<file path="src/rtl/fft_input_buffer.sv">
// ---------------------------------------------------------------------------
// fft_input_buffer
//
// Block input stage for the radix-2 FFT datapath. A block of 2**M signed
// samples is collected over a valid/ready handshake into a single register
// bank. The bank is then drained as (a, b) operand pairs for the first
// butterfly stage. Filling and draining alternate on the one bank and never
// overlap.
//
// Handshake rule (both sides): a transfer happens on a rising edge where
// valid and ready are both 1. The producer holds its data and valid stable
// until that edge. Ready never depends combinationally on valid.
//
// Build option:
//   FFT_IBUF_BITREV_EN  defined   -> samples are written at bitrev_M(wcnt),
//                                    giving DIT first-stage pairs
//                                    (x[k], x[k + 2**(M-1)]).
//                       undefined -> samples are written at wcnt (natural
//                                    order), giving pairs (x[2k], x[2k+1]).
//
// Parameters:
//   N  data width is 2**N bits
//   M  log2 of the block length (M >= 1)
//
// Ports:
//   clk          rising-edge clock
//   rst          synchronous, active-low reset
//   in_data      input sample
//   in_valid     in_data valid
//   in_ready     buffer accepts a sample this cycle (registered)
//   pair_a       butterfly operand a (registered)
//   pair_b       butterfly operand b (registered)
//   pair_valid   pair_a / pair_b valid (registered)
//   pair_ready   downstream consumes the pair this cycle
//   pair_last    current pair is the final pair of the block (registered)
//   o_dbg_state  current FSM state (0 = FILL, 1 = DRAIN)
// ---------------------------------------------------------------------------
module fft_input_buffer #(
    parameter int N = 4,
    parameter int M = 3
) (
    input  logic              clk,
    input  logic              rst,
    input  logic [2**N-1:0]   in_data,
    input  logic              in_valid,
    output logic              in_ready,
    output logic [2**N-1:0]   pair_a,
    output logic [2**N-1:0]   pair_b,
    output logic              pair_valid,
    input  logic              pair_ready,
    output logic              pair_last,
    output logic              o_dbg_state
);

    localparam int W     = 2**N;
    localparam int DEPTH = 2**M;
    // Pair counter needs M-1 bits; keep at least one bit so M = 1 still builds.
    localparam int RW    = (M > 1) ? (M - 1) : 1;

    localparam logic [M-1:0]  LAST_WCNT = M'(DEPTH - 1);
    localparam logic [RW-1:0] LAST_PAIR = RW'(2**(M-1) - 1);

    typedef enum logic {
        S_FILL  = 1'b0,
        S_DRAIN = 1'b1
    } state_t;

    // Storage and state
    logic [W-1:0]  r_mem [DEPTH];
    state_t        r_state;
    logic [M-1:0]  r_wcnt;
    logic [RW-1:0] r_rcnt;
    logic          r_in_ready;
    logic          r_pair_valid;
    logic          r_pair_last;
    logic [W-1:0]  r_pair_a;
    logic [W-1:0]  r_pair_b;

    // Next-state values
    state_t        w_state_nxt;
    logic [M-1:0]  w_wcnt_nxt;
    logic [RW-1:0] w_rcnt_nxt;
    logic          w_in_ready_nxt;
    logic          w_pair_valid_nxt;
    logic          w_pair_last_nxt;
    logic [W-1:0]  w_pair_a_nxt;
    logic [W-1:0]  w_pair_b_nxt;

    // Datapath helpers
    logic          w_wr_en;
    logic [M-1:0]  w_wr_addr;
    logic          w_adv;
    logic [RW-1:0] w_ld_idx;
    logic [M-1:0]  w_rd_addr_a;
    logic [M-1:0]  w_rd_addr_b;
    logic [W-1:0]  w_mem_a;
    logic [W-1:0]  w_mem_b;

`ifdef FFT_IBUF_BITREV_EN
    function automatic logic [M-1:0] bitrev(input logic [M-1:0] a);
        logic [M-1:0] r;
        for (int i = 0; i < M; i++) begin
            r[i] = a[M-1-i];
        end
        return r;
    endfunction

    assign w_wr_addr = bitrev(r_wcnt);
`else
    assign w_wr_addr = r_wcnt;
`endif

    // A write is gated by rst so a sample presented on the reset edge is not
    // half-accepted into a block that is being discarded anyway.
    assign w_wr_en = rst && (r_state == S_FILL) && in_valid && r_in_ready;

    // Accepting a non-final pair moves the read index on by one; the output
    // registers are then loaded from the new index on the same edge, so
    // pairs stream back to back while pair_ready stays high.
    assign w_adv    = (r_state == S_DRAIN) && r_pair_valid && pair_ready &&
                      (r_rcnt != LAST_PAIR);
    assign w_ld_idx = w_adv ? (r_rcnt + RW'(1)) : r_rcnt;

    // Pair k lives at addresses 2k and 2k+1.
    assign w_rd_addr_a = M'({w_ld_idx, 1'b0});
    assign w_rd_addr_b = M'({w_ld_idx, 1'b1});
    assign w_mem_a     = r_mem[w_rd_addr_a];
    assign w_mem_b     = r_mem[w_rd_addr_b];

    // Next-state and output logic
    always_comb begin
        w_state_nxt      = r_state;
        w_wcnt_nxt       = r_wcnt;
        w_rcnt_nxt       = r_rcnt;
        w_in_ready_nxt   = r_in_ready;
        w_pair_valid_nxt = r_pair_valid;
        w_pair_last_nxt  = r_pair_last;
        w_pair_a_nxt     = r_pair_a;
        w_pair_b_nxt     = r_pair_b;

        case (r_state)
            S_FILL: begin
                // in_ready comes up on the first edge after reset release.
                w_in_ready_nxt = 1'b1;
                if (in_valid && r_in_ready) begin
                    // Wraps to 0 on the final sample of the block.
                    w_wcnt_nxt = r_wcnt + M'(1);
                    if (r_wcnt == LAST_WCNT) begin
                        w_in_ready_nxt = 1'b0;
                        w_state_nxt    = S_DRAIN;
                    end
                end
            end

            S_DRAIN: begin
                w_in_ready_nxt = 1'b0;
                if (!r_pair_valid) begin
                    // First edge in DRAIN: present pair 0.
                    w_pair_valid_nxt = 1'b1;
                    w_pair_a_nxt     = w_mem_a;
                    w_pair_b_nxt     = w_mem_b;
                    w_pair_last_nxt  = (w_ld_idx == LAST_PAIR);
                end else if (pair_ready) begin
                    if (r_rcnt == LAST_PAIR) begin
                        w_pair_valid_nxt = 1'b0;
                        w_pair_last_nxt  = 1'b0;
                        w_in_ready_nxt   = 1'b1;
                        w_rcnt_nxt       = '0;
                        w_state_nxt      = S_FILL;
                    end else begin
                        w_rcnt_nxt      = w_ld_idx;
                        w_pair_a_nxt    = w_mem_a;
                        w_pair_b_nxt    = w_mem_b;
                        w_pair_last_nxt = (w_ld_idx == LAST_PAIR);
                    end
                end
                // pair_valid && !pair_ready: everything holds.
            end

            default: begin
                w_state_nxt = S_FILL;
            end
        endcase
    end

    // State and output registers
    always_ff @(posedge clk) begin
        if (!rst) begin
            r_state      <= S_FILL;
            r_wcnt       <= '0;
            r_rcnt       <= '0;
            r_in_ready   <= 1'b0;
            r_pair_valid <= 1'b0;
            r_pair_last  <= 1'b0;
            r_pair_a     <= '0;
            r_pair_b     <= '0;
        end else begin
            r_state      <= w_state_nxt;
            r_wcnt       <= w_wcnt_nxt;
            r_rcnt       <= w_rcnt_nxt;
            r_in_ready   <= w_in_ready_nxt;
            r_pair_valid <= w_pair_valid_nxt;
            r_pair_last  <= w_pair_last_nxt;
            r_pair_a     <= w_pair_a_nxt;
            r_pair_b     <= w_pair_b_nxt;
        end
    end

    // Sample storage is deliberately not reset.
    always_ff @(posedge clk) begin
        if (w_wr_en) begin
            r_mem[w_wr_addr] <= in_data;
        end
    end

    assign in_ready    = r_in_ready;
    assign pair_a      = r_pair_a;
    assign pair_b      = r_pair_b;
    assign pair_valid  = r_pair_valid;
    assign pair_last   = r_pair_last;
    assign o_dbg_state = r_state;

endmodule

</file>
<file path="config.mk">
export PLATFORM = sky130hd
export DESIGN_NAME = fft_input_buffer
export DESIGN_NICKNAME = d
export VERILOG_FILES = /design/src/rtl/fft_input_buffer.sv
export SDC_FILE = /design/constraint.sdc
export NUM_CORES = 1
export LEC_CHECK = 0
export BUFFER_PORTS_ARGS = -buffer_cell sky130_fd_sc_hd__buf_2
export CORE_MARGIN = 2
export CORE_UTILIZATION = 38
export CTS_BUF_LIST = sky130_fd_sc_hd__clkbuf_4
export DETAILED_ROUTE_END_ITERATION = 10
export HOLD_SLACK_MARGIN = 0.15
export PLACE_DENSITY_LB_ADDON = 0.1
export SLEW_MARGIN = 0
export SYNTH_ARGS = -nofsm -noshare
export SYNTH_HDL_FRONTEND = slang
export SYNTH_SLANG_ARGS = --single-unit
</file>
<file path="constraint.sdc">
create_clock -name clk -period 4.6 [get_ports clk]
set_clock_uncertainty 0.1 [all_clocks]
set_input_delay 0 -clock clk [delete_from_list [all_inputs] [get_ports clk]]
set_output_delay 0 -clock clk [all_outputs]
set_load 0.03 [all_outputs]
</file>
==> flow_results.xml, run 1 <==
<?xml version="1.0" encoding="UTF-8"?>
<metrics>
  <group name="clock_tree">
    <metric name="ctsRootBufferMaster" unit="">sky130_fd_sc_hd__clkbuf_4</metric>
    <metric name="cts-htree-levels" unit="">4</metric>
    <metric name="clk_path_buf_depth" unit="">2</metric>
    <metric name="clk_pin_slew" unit="ns">0.15</metric>
    <metric name="tritoncts_num_sinks" unit="">169</metric>
    <metric name="cts_tree" unit="">done</metric>
    <metric name="cts_made_buffers" unit="">17</metric>
    <metric name="clk_latency" unit="ns">0.55</metric>
    <metric name="postCtsResizedCells" unit="">0</metric>
  </group>
  <group name="global_routing">
    <metric name="grt_pass1_vias" unit="">4126</metric>
    <metric name="grt.overflow.total" unit="">0</metric>
    <metric name="global_route_wire_length_before_repair" unit="µm">23300</metric>
    <metric name="global_route.usage.total" unit="">0.161</metric>
    <metric name="grt_max_degree" unit="">46</metric>
    <metric name="antenna_violations_before_repair" unit="">1</metric>
  </group>
  <group name="final_layout">
    <metric name="n_fill_cell" unit="">1616</metric>
    <metric name="multiInputGateArea" unit="µm²">2150</metric>
    <metric name="post_route_cells_drive_above_1_share" unit="">0.289</metric>
    <metric name="layout.nets" unit="">542</metric>
    <metric name="finalCoreUtilization" unit="">0.453</metric>
    <metric name="regArea" unit="µm²">4670</metric>
    <metric name="syn_to_final_growth" unit="%">17.2</metric>
  </group>
  <group name="synth">
    <metric name="post-synth-top-count-cell" unit="">sky130_fd_sc_hd__edfxtp_1</metric>
    <metric name="synth_top_cells_by_area" unit="">sky130_fd_sc_hd__edfxtp_1 55%, sky130_fd_sc_hd__dfxtp_1 12%, sky130_fd_sc_hd__mux2i_1 11%</metric>
    <metric name="post_synth_top_cells" unit="">128 x sky130_fd_sc_hd__edfxtp_1, 74 x sky130_fd_sc_hd__mux2i_1, 41 x sky130_fd_sc_hd__dfxtp_1</metric>
    <metric name="post_synth_edffs" unit="">128</metric>
    <metric name="yosysTopAreaCell" unit="">sky130_fd_sc_hd__edfxtp_1</metric>
    <metric name="async_reset_ff_frac" unit="">0</metric>
    <metric name="post_synth_instance_area" unit="µm²">6940</metric>
    <metric name="ys.warnings.count" unit="">0</metric>
    <metric name="post_synth.cell_area_avg" unit="µm²">16.4</metric>
    <metric name="count_of_state_elements_after_synthesis" unit="">169</metric>
    <metric name="post_synthesis_net_count" unit="">446</metric>
    <metric name="synth.lib_cells_used.distinct" unit="">41</metric>
    <metric name="synth_top_area_share" unit="">0.554</metric>
    <metric name="synth.yosys.seq_area_share" unit="">0.672</metric>
    <metric name="number_of_standard_cells_after_synthesis" unit="">423</metric>
    <metric name="flip_flop_cell_with_the_highest_count_after_synthesis" unit="">sky130_fd_sc_hd__edfxtp_1</metric>
  </group>
  <group name="detailed_routing">
    <metric name="wire_per_inst" unit="µm">19.6</metric>
    <metric name="detail_route.drc_violations" unit="">0</metric>
    <metric name="avgViaCountPerCell" unit="">5.16</metric>
    <metric name="antenna_left" unit="">0</metric>
    <metric name="wl_met2" unit="µm">7630</metric>
    <metric name="detailroute.via_count" unit="">3933</metric>
    <metric name="drt-initial-drc-count" unit="">231</metric>
    <metric name="m1WireLength" unit="µm">6610</metric>
    <metric name="drtPass1Iterations" unit="">4</metric>
    <metric name="wl" unit="µm">15000</metric>
    <metric name="maxUsedRoutingLayer" unit="">met4</metric>
    <metric name="met3_wirelength" unit="µm">506</metric>
  </group>
  <group name="place">
    <metric name="routabilityCongestion" unit="">0.690</metric>
    <metric name="place_worst_setup_slack" unit="ns">1.52</metric>
    <metric name="place.port_buffers" unit="">55</metric>
    <metric name="final_hpwl_dp" unit="µm">8670</metric>
  </group>
  <group name="status">
    <metric name="outcome" unit="">completed</metric>
  </group>
  <group name="timing">
    <metric name="finalHoldWorstSlack" unit="ns">0.216</metric>
    <metric name="setup_violations" unit="">0</metric>
    <metric name="clock.fmax" unit="GHz">0.333</metric>
    <metric name="layout_worst_path_cycle_share" unit="">0.652</metric>
    <metric name="totalNegativeSetupSlack" unit="ns">0</metric>
    <metric name="rsz0062_at_grt" unit="">no</metric>
    <metric name="pin_slew_with_the_least_headroom_to_its_limit" unit="ns">1.06</metric>
    <metric name="final_critical_path_setup_slack" unit="ns">1.60</metric>
    <metric name="finalWorstPathRequiredPeriod" unit="ns">3.00</metric>
    <metric name="slew_headroom" unit="">0.297</metric>
    <metric name="timing_hold_violations_final" unit="">0</metric>
    <metric name="finalMaxSlewViolations" unit="">0</metric>
  </group>
  <group name="worst_setup_path">
    <metric name="timing.critical_path.arrival" unit="ns">3.30</metric>
    <metric name="worst-setup-path-type" unit="">register to register</metric>
    <metric name="timing.critical_path.from_type" unit="">register</metric>
    <metric name="timing.critical_path.required" unit="ns">4.90</metric>
    <metric name="timing.critical_path.to_type" unit="">register</metric>
    <metric name="crit_fanout" unit="">18</metric>
  </group>
  <group name="power">
    <metric name="pwr_density_cell" unit="nW/µm²">318</metric>
    <metric name="worst_ir_drop_vdd" unit="mV">0.201</metric>
    <metric name="leakage" unit="µW">0.00284</metric>
  </group>
  <group name="die">
    <metric name="core" unit="µm²">18000</metric>
    <metric name="top_level_ports" unit="">56</metric>
    <metric name="initial_core_utilization" unit="">0.387</metric>
    <metric name="dieWidth" unit="µm">139</metric>
    <metric name="die_height" unit="µm">139</metric>
    <metric name="die-area" unit="µm²">19400</metric>
    <metric name="placementRows" unit="">49</metric>
  </group>
  <group name="job">
    <metric name="maxCapViolations" unit="">0</metric>
  </group>
  <group name="hold_path">
    <metric name="worst_hold_path_type" unit="">input pin to register</metric>
  </group>
</metrics>
[path summary, 6_finish.rpt]
kind / from / to / slack (ns) / cells past startpoint
worst min register to register: pair_last / pair_last / 0.38 / 2
worst max register to register: o_dbg_state / pair_a[13] / 1.60 / 5
worst min-delay path: in_data[10] / r_mem[4][10] / 0.22 / 2
worst max-delay path: o_dbg_state / pair_a[13] / 1.60 / 5
[power by group]
part | total, µW | switching, µW | leakage (µW) | internal, µW
clock | 859 | 526 | 0.000154 | 332
sequential | 1650 | 4.63 | 0.00148 | 1650
combinational | 79.5 | 42.2 | 0.00120 | 37.3
total | 2590 | 573 | 0.00284 | 2020
[through the flow]
| stage | instance area [µm²] | power [µW] | std cells |
|---|---|---|---|
| 5_1_grt | 8140 | 2690 | 762 |
| 3_5_place_dp | 7470 | 1740 | 691 |
| 3_3_place_gp | 7470 | 1740 | 691 |
| 6_report | 8140 | 2590 | 762 |
| 2_1_floorplan | 6940 | 1710 | 423 |
| 4_1_cts | 8130 | 2620 | 760 |
[state kept, by name, summed over array words and instances, names as in the netlist]
signal / flops
r_mem: 128
pair_a: 16
pair_b: 16
r_wcnt: 3
r_rcnt: 2
in_ready: 1
o_dbg_state: 1
pair_last: 1
pair_valid: 1
[what timing repair did]
item	in CTS	in global routing
hold endpoints to repair	175	4
hold buffers	37	1
buffers inserted	0	0
[layer usage]
metal / up-vias / track usage
li1: 1862 / -
met2: 66 / 0.281
met5: - / 0
met1: 1987 / 0.196
met3: 18 / 0.0411
met4: 0 / 0.0500
[cell families after synthesis]
group	synth area share
adders and majority gates	0.00541
xor gates and xnor gates	0.00360
DFF	0.672
and+or+nand+nor	0.0332
AOI/OAI and AO/OA	0.108
buffers and inverters	0.0250
muxes	0.153
[worst max-delay path, cell delays in order (launching register included)]
cell                       delay (ns)
sky130_fd_sc_hd__dfxtp_1         0.69
sky130_fd_sc_hd__nand4b_4        0.48
sky130_fd_sc_hd__xor2_2          0.74
sky130_fd_sc_hd__nand3_4         0.46
sky130_fd_sc_hd__o221ai_1        0.31
sky130_fd_sc_hd__a21oi_1         0.07
[area by class of cell]
type                            count  area share
Multi-Input combinational cell    224       0.264
Inverter                            1    0.000461
Clock buffer                       18      0.0166
Tap cell                          229      0.0352
Sequential cell                   169       0.573
Antenna cell                        1    0.000308
Timing Repair Buffer              106      0.0926
Clock inverter                     14      0.0178
[placed cells by master, fill, tap and decap left out, types with 2 or more instances in the layout]
cell type,synthesis,routed
sky130_fd_sc_hd__bufinv_16,0,2
sky130_fd_sc_hd__buf_4,5,13
sky130_fd_sc_hd__buf_2,12,55
sky130_fd_sc_hd__mux2i_1,74,74
sky130_fd_sc_hd__nand2_1,10,10
sky130_fd_sc_hd__a21boi_0,3,3
sky130_fd_sc_hd__clkbuf_4,0,18
sky130_fd_sc_hd__clkinv_4,0,2
sky130_fd_sc_hd__nor3_2,0,4
sky130_fd_sc_hd__ha_1,3,3
sky130_fd_sc_hd__o21a_1,19,19
sky130_fd_sc_hd__nor2b_1,3,3
sky130_fd_sc_hd__clkinv_1,0,2
sky130_fd_sc_hd__mux4_2,12,12
sky130_fd_sc_hd__a21oi_2,19,19
sky130_fd_sc_hd__edfxtp_1,128,128
sky130_fd_sc_hd__mux4_1,2,2
sky130_fd_sc_hd__nand3_1,3,3
sky130_fd_sc_hd__nor4_2,0,2
sky130_fd_sc_hd__and2_1,2,2
sky130_fd_sc_hd__inv_6,0,3
sky130_fd_sc_hd__dlygate4sd3_1,0,38
sky130_fd_sc_hd__a21oi_1,15,15
sky130_fd_sc_hd__clkinv_2,0,3
sky130_fd_sc_hd__o21ai_0,16,16
sky130_fd_sc_hd__dfxtp_1,41,40
sky130_fd_sc_hd__o221ai_2,10,10
sky130_fd_sc_hd__o221ai_1,8,8
sky130_fd_sc_hd__nor2_1,5,5
No activity file was read; power rests on OpenSTA's default activity.
==> inputs of run 2 (changes only) <==
==> constraint.sdc (replaced) <==
create_clock -name clk -period 2.4 [get_ports clk]
set_clock_uncertainty 0.1 [all_clocks]
set_input_delay 0 -clock clk [delete_from_list [all_inputs] [get_ports clk]]
set_output_delay 0 -clock clk [all_outputs]
set_load 0.03 [all_outputs]
==> run 2 against run 1 <==
Sequential power up 92%. Via count down 0.18%. Largest power group unchanged. Register-to-register slack worse by 1.3 ns. Count of clock-buffer cells in the layout down 1. Maximum frequency up 45%. Sequential share of layout area down 1.1 points. Cell count up 0.52%. Clock power up 91%. Critical path depth up 1. Worst setup slack worse by 1.3 ns. Critical endpoint is now pair_b[0]. Highest routed layer unchanged.
==> flow_results.xml, run 2 (synthesized netlist as in run 1, its figures left out) <==
<?xml version="1.0" encoding="UTF-8"?>
<metrics>
  <group name="power">
    <metric name="leakage" unit="µW">0.00289</metric>
    <metric name="worst_ir_drop_vdd" unit="mV">0.285</metric>
    <metric name="pwr_density_cell" unit="nW/µm²">598</metric>
  </group>
  <group name="worst_setup_path">
    <metric name="timing.critical_path.arrival" unit="ns">2.41</metric>
    <metric name="worst-setup-path-type" unit="">register to register</metric>
    <metric name="timing.critical_path.slowest_cell_delay" unit="ns">0.42</metric>
    <metric name="worst-r2r-cell-count" unit="">6</metric>
    <metric name="instance_count_on_the_critical_path" unit="">6</metric>
    <metric name="crit_fanout" unit="">18</metric>
    <metric name="critical_path.reg2reg.endpoint" unit="">pair_b[0]</metric>
    <metric name="timing.critical_path.to_type" unit="">register</metric>
    <metric name="crit_path_top_delay_cell" unit="">sky130_fd_sc_hd__buf_4</metric>
    <metric name="setup.reg_to_reg.worst_slack" unit="ns">0.33</metric>
    <metric name="timing.critical_path.required" unit="ns">2.74</metric>
    <metric name="worstPathBufferInverterCount" unit="">1</metric>
    <metric name="timing.critical_path.from_type" unit="">register</metric>
    <metric name="cp-startpoint" unit="">r_rcnt[0]</metric>
    <metric name="critical_path.cell_chain" unit="">ha_1, nand4b_4, xor2_2, buf_4, mux2i_1, a21oi_2</metric>
    <metric name="worst_r2r_startpoint" unit="">r_rcnt[0]</metric>
    <metric name="worst_setup_path_endpoint" unit="">pair_b[0]</metric>
    <metric name="critPathTopFamily" unit="">buffers and inverters</metric>
  </group>
  <group name="die">
    <metric name="top_level_ports" unit="">56</metric>
    <metric name="placementRows" unit="">49</metric>
    <metric name="initial_core_utilization" unit="">0.387</metric>
    <metric name="core" unit="µm²">18000</metric>
    <metric name="dieWidth" unit="µm">139</metric>
    <metric name="die_height" unit="µm">139</metric>
    <metric name="die-area" unit="µm²">19400</metric>
  </group>
  <group name="final_layout">
    <metric name="largest-register" unit="">r_mem</metric>
    <metric name="layout_common_cells" unit="">128 x sky130_fd_sc_hd__edfxtp_1, 74 x sky130_fd_sc_hd__mux2i_1, 55 x sky130_fd_sc_hd__buf_2</metric>
    <metric name="regArea" unit="µm²">4670</metric>
    <metric name="finalCoreUtilization" unit="">0.462</metric>
    <metric name="syn_to_final_growth" unit="%">19.4</metric>
    <metric name="layout.nets" unit="">547</metric>
    <metric name="n_fill_cell" unit="">1610</metric>
    <metric name="antenna_cells_inserted" unit="">0</metric>
    <metric name="most_common_cell_after_layout_fill_and_taps_aside" unit="">sky130_fd_sc_hd__edfxtp_1</metric>
    <metric name="multiInputGateArea" unit="µm²">2160</metric>
    <metric name="largest_register_ff_count" unit="">128</metric>
    <metric name="post_route_cells_drive_above_1_share" unit="">0.298</metric>
  </group>
  <group name="detailed_routing">
    <metric name="wire_per_inst" unit="µm">19.7</metric>
    <metric name="detailroute.via_count" unit="">3926</metric>
    <metric name="drtPass1Iterations" unit="">4</metric>
    <metric name="wl" unit="µm">15100</metric>
    <metric name="detail_route.drc_violations" unit="">0</metric>
    <metric name="drt-initial-drc-count" unit="">192</metric>
    <metric name="antenna_left" unit="">0</metric>
    <metric name="avgViaCountPerCell" unit="">5.13</metric>
  </group>
  <group name="timing">
    <metric name="finalMaxSlewViolations" unit="">0</metric>
    <metric name="rsz0062_at_grt" unit="">no</metric>
    <metric name="layout_worst_path_cycle_share" unit="">0.863</metric>
    <metric name="pin_slew_with_the_least_headroom_to_its_limit" unit="ns">0.542</metric>
    <metric name="finalWorstPathRequiredPeriod" unit="ns">2.07</metric>
    <metric name="slew_headroom" unit="">0.639</metric>
    <metric name="setup_violations" unit="">0</metric>
    <metric name="timing_hold_violations_final" unit="">0</metric>
    <metric name="clock.fmax" unit="GHz">0.483</metric>
    <metric name="final_critical_path_setup_slack" unit="ns">0.328</metric>
    <metric name="finalHoldWorstSlack" unit="ns">0.271</metric>
  </group>
  <group name="global_routing">
    <metric name="global_route_wire_length_before_repair" unit="µm">23200</metric>
    <metric name="gr-usage-met1" unit="">0.211</metric>
    <metric name="grt_util_met3" unit="">0.0397</metric>
    <metric name="grt_pass1_vias" unit="">3934</metric>
    <metric name="global_route.usage.total" unit="">0.162</metric>
    <metric name="grt_use_met2" unit="">0.269</metric>
    <metric name="antenna_violations_before_repair" unit="">0</metric>
    <metric name="grt_most_used_layer" unit="">met2</metric>
    <metric name="grt_max_degree" unit="">32</metric>
    <metric name="grt.overflow.total" unit="">0</metric>
  </group>
  <group name="clock_tree">
    <metric name="ctsRootBufferMaster" unit="">sky130_fd_sc_hd__clkbuf_4</metric>
    <metric name="tritoncts_num_sinks" unit="">169</metric>
    <metric name="cts_tree" unit="">done</metric>
    <metric name="cts_made_buffers" unit="">17</metric>
    <metric name="clk_path_buf_depth" unit="">2</metric>
    <metric name="cts-htree-levels" unit="">4</metric>
    <metric name="clk_pin_slew" unit="ns">0.14</metric>
    <metric name="postCtsResizedCells" unit="">0</metric>
    <metric name="buffers_inserted_during_post_cts_setup_optimization" unit="">0</metric>
    <metric name="clk_latency" unit="ns">0.56</metric>
  </group>
  <group name="status">
    <metric name="outcome" unit="">completed</metric>
  </group>
  <group name="place">
    <metric name="routabilityCongestion" unit="">0.659</metric>
    <metric name="final_hpwl_dp" unit="µm">8450</metric>
    <metric name="place.port_buffers" unit="">55</metric>
    <metric name="place_worst_setup_slack" unit="ns">0.334</metric>
  </group>
  <group name="job">
    <metric name="maxCapViolations" unit="">0</metric>
  </group>
  <group name="hold_path">
    <metric name="hold_path.startpoint" unit="">rst</metric>
    <metric name="worst_hold_path_type" unit="">input pin to register</metric>
  </group>
</metrics>
## run 2: cell types whose count changed in the layout (fill, tap and decap cells not counted), sizes merged
cell / delta
inv: +5
bufinv: -1
buf: +5
clkinvlp: -1
clkinv: -2
clkbuf: -1
diode: -1
## run 2: repair_timing
item                                   CTS  global route
endpoints found under the hold margin  279             0
hold buffers                            38             0
setup endpoints to repair                0             0
## run 2: layout make-up
cell class	count	share of cell area
clock inverter	15	0.0186
sequential	169	0.563
inverter	1	0.000453
tap	229	0.0346
timing repair buffer	111	0.107
clock buffer	17	0.0154
multi-input combinational	224	0.261
## run 2: per-layer routing
metal	vias up	wire length [µm]	share of wire
li1	1880	-	-
met1	1974	7090	0.47
met2	53	7350	0.49
met3	19	394	0.026
met4	0	252	0.017
met5	-	0	0
## run 2: power breakdown
group	switching [µW]	internal, µW
sequential	9.83	3150
clock	1080	559
combinational	79.8	76.5
total	1170	3790
## run 2: stage by stage
stage	instances	instance area (µm²)	TNS [ns]	power (µW)
finish	766	8290	0	4960
global route	766	8290	0	5150
CTS	766	8290	0	5030
detailed placement	696	7630	0	3340
global placement	696	7630	0	3340
floorplan	423	6970	-22.57	3270
## run 2: how the worst min path moves through the flow
| stage | to | slack [ns] | depth (start not counted) |
|---|---|---|---|
| after floorplan | r_mem[0][0] | -0.001 | 0 |
| after global placement | r_mem[7][11] | 0.16 | 1 |
| after detailed placement | r_mem[1][11] | 0.18 | 1 |
| after CTS | pair_a[6] | 0.21 | 4 |
| after global routing | pair_a[6] | 0.24 | 4 |
| final | pair_a[6] | 0.27 | 4 |
## run 2: worst register-to-register path, stage by stage (launching register included)
cell,delay [ns]
sky130_fd_sc_hd__dfxtp_1,0.34
sky130_fd_sc_hd__ha_1,0.26
sky130_fd_sc_hd__nand4b_4,0.21
sky130_fd_sc_hd__xor2_2,0.27
sky130_fd_sc_hd__buf_4,0.42
sky130_fd_sc_hd__mux2i_1,0.28
sky130_fd_sc_hd__a21oi_2,0.07
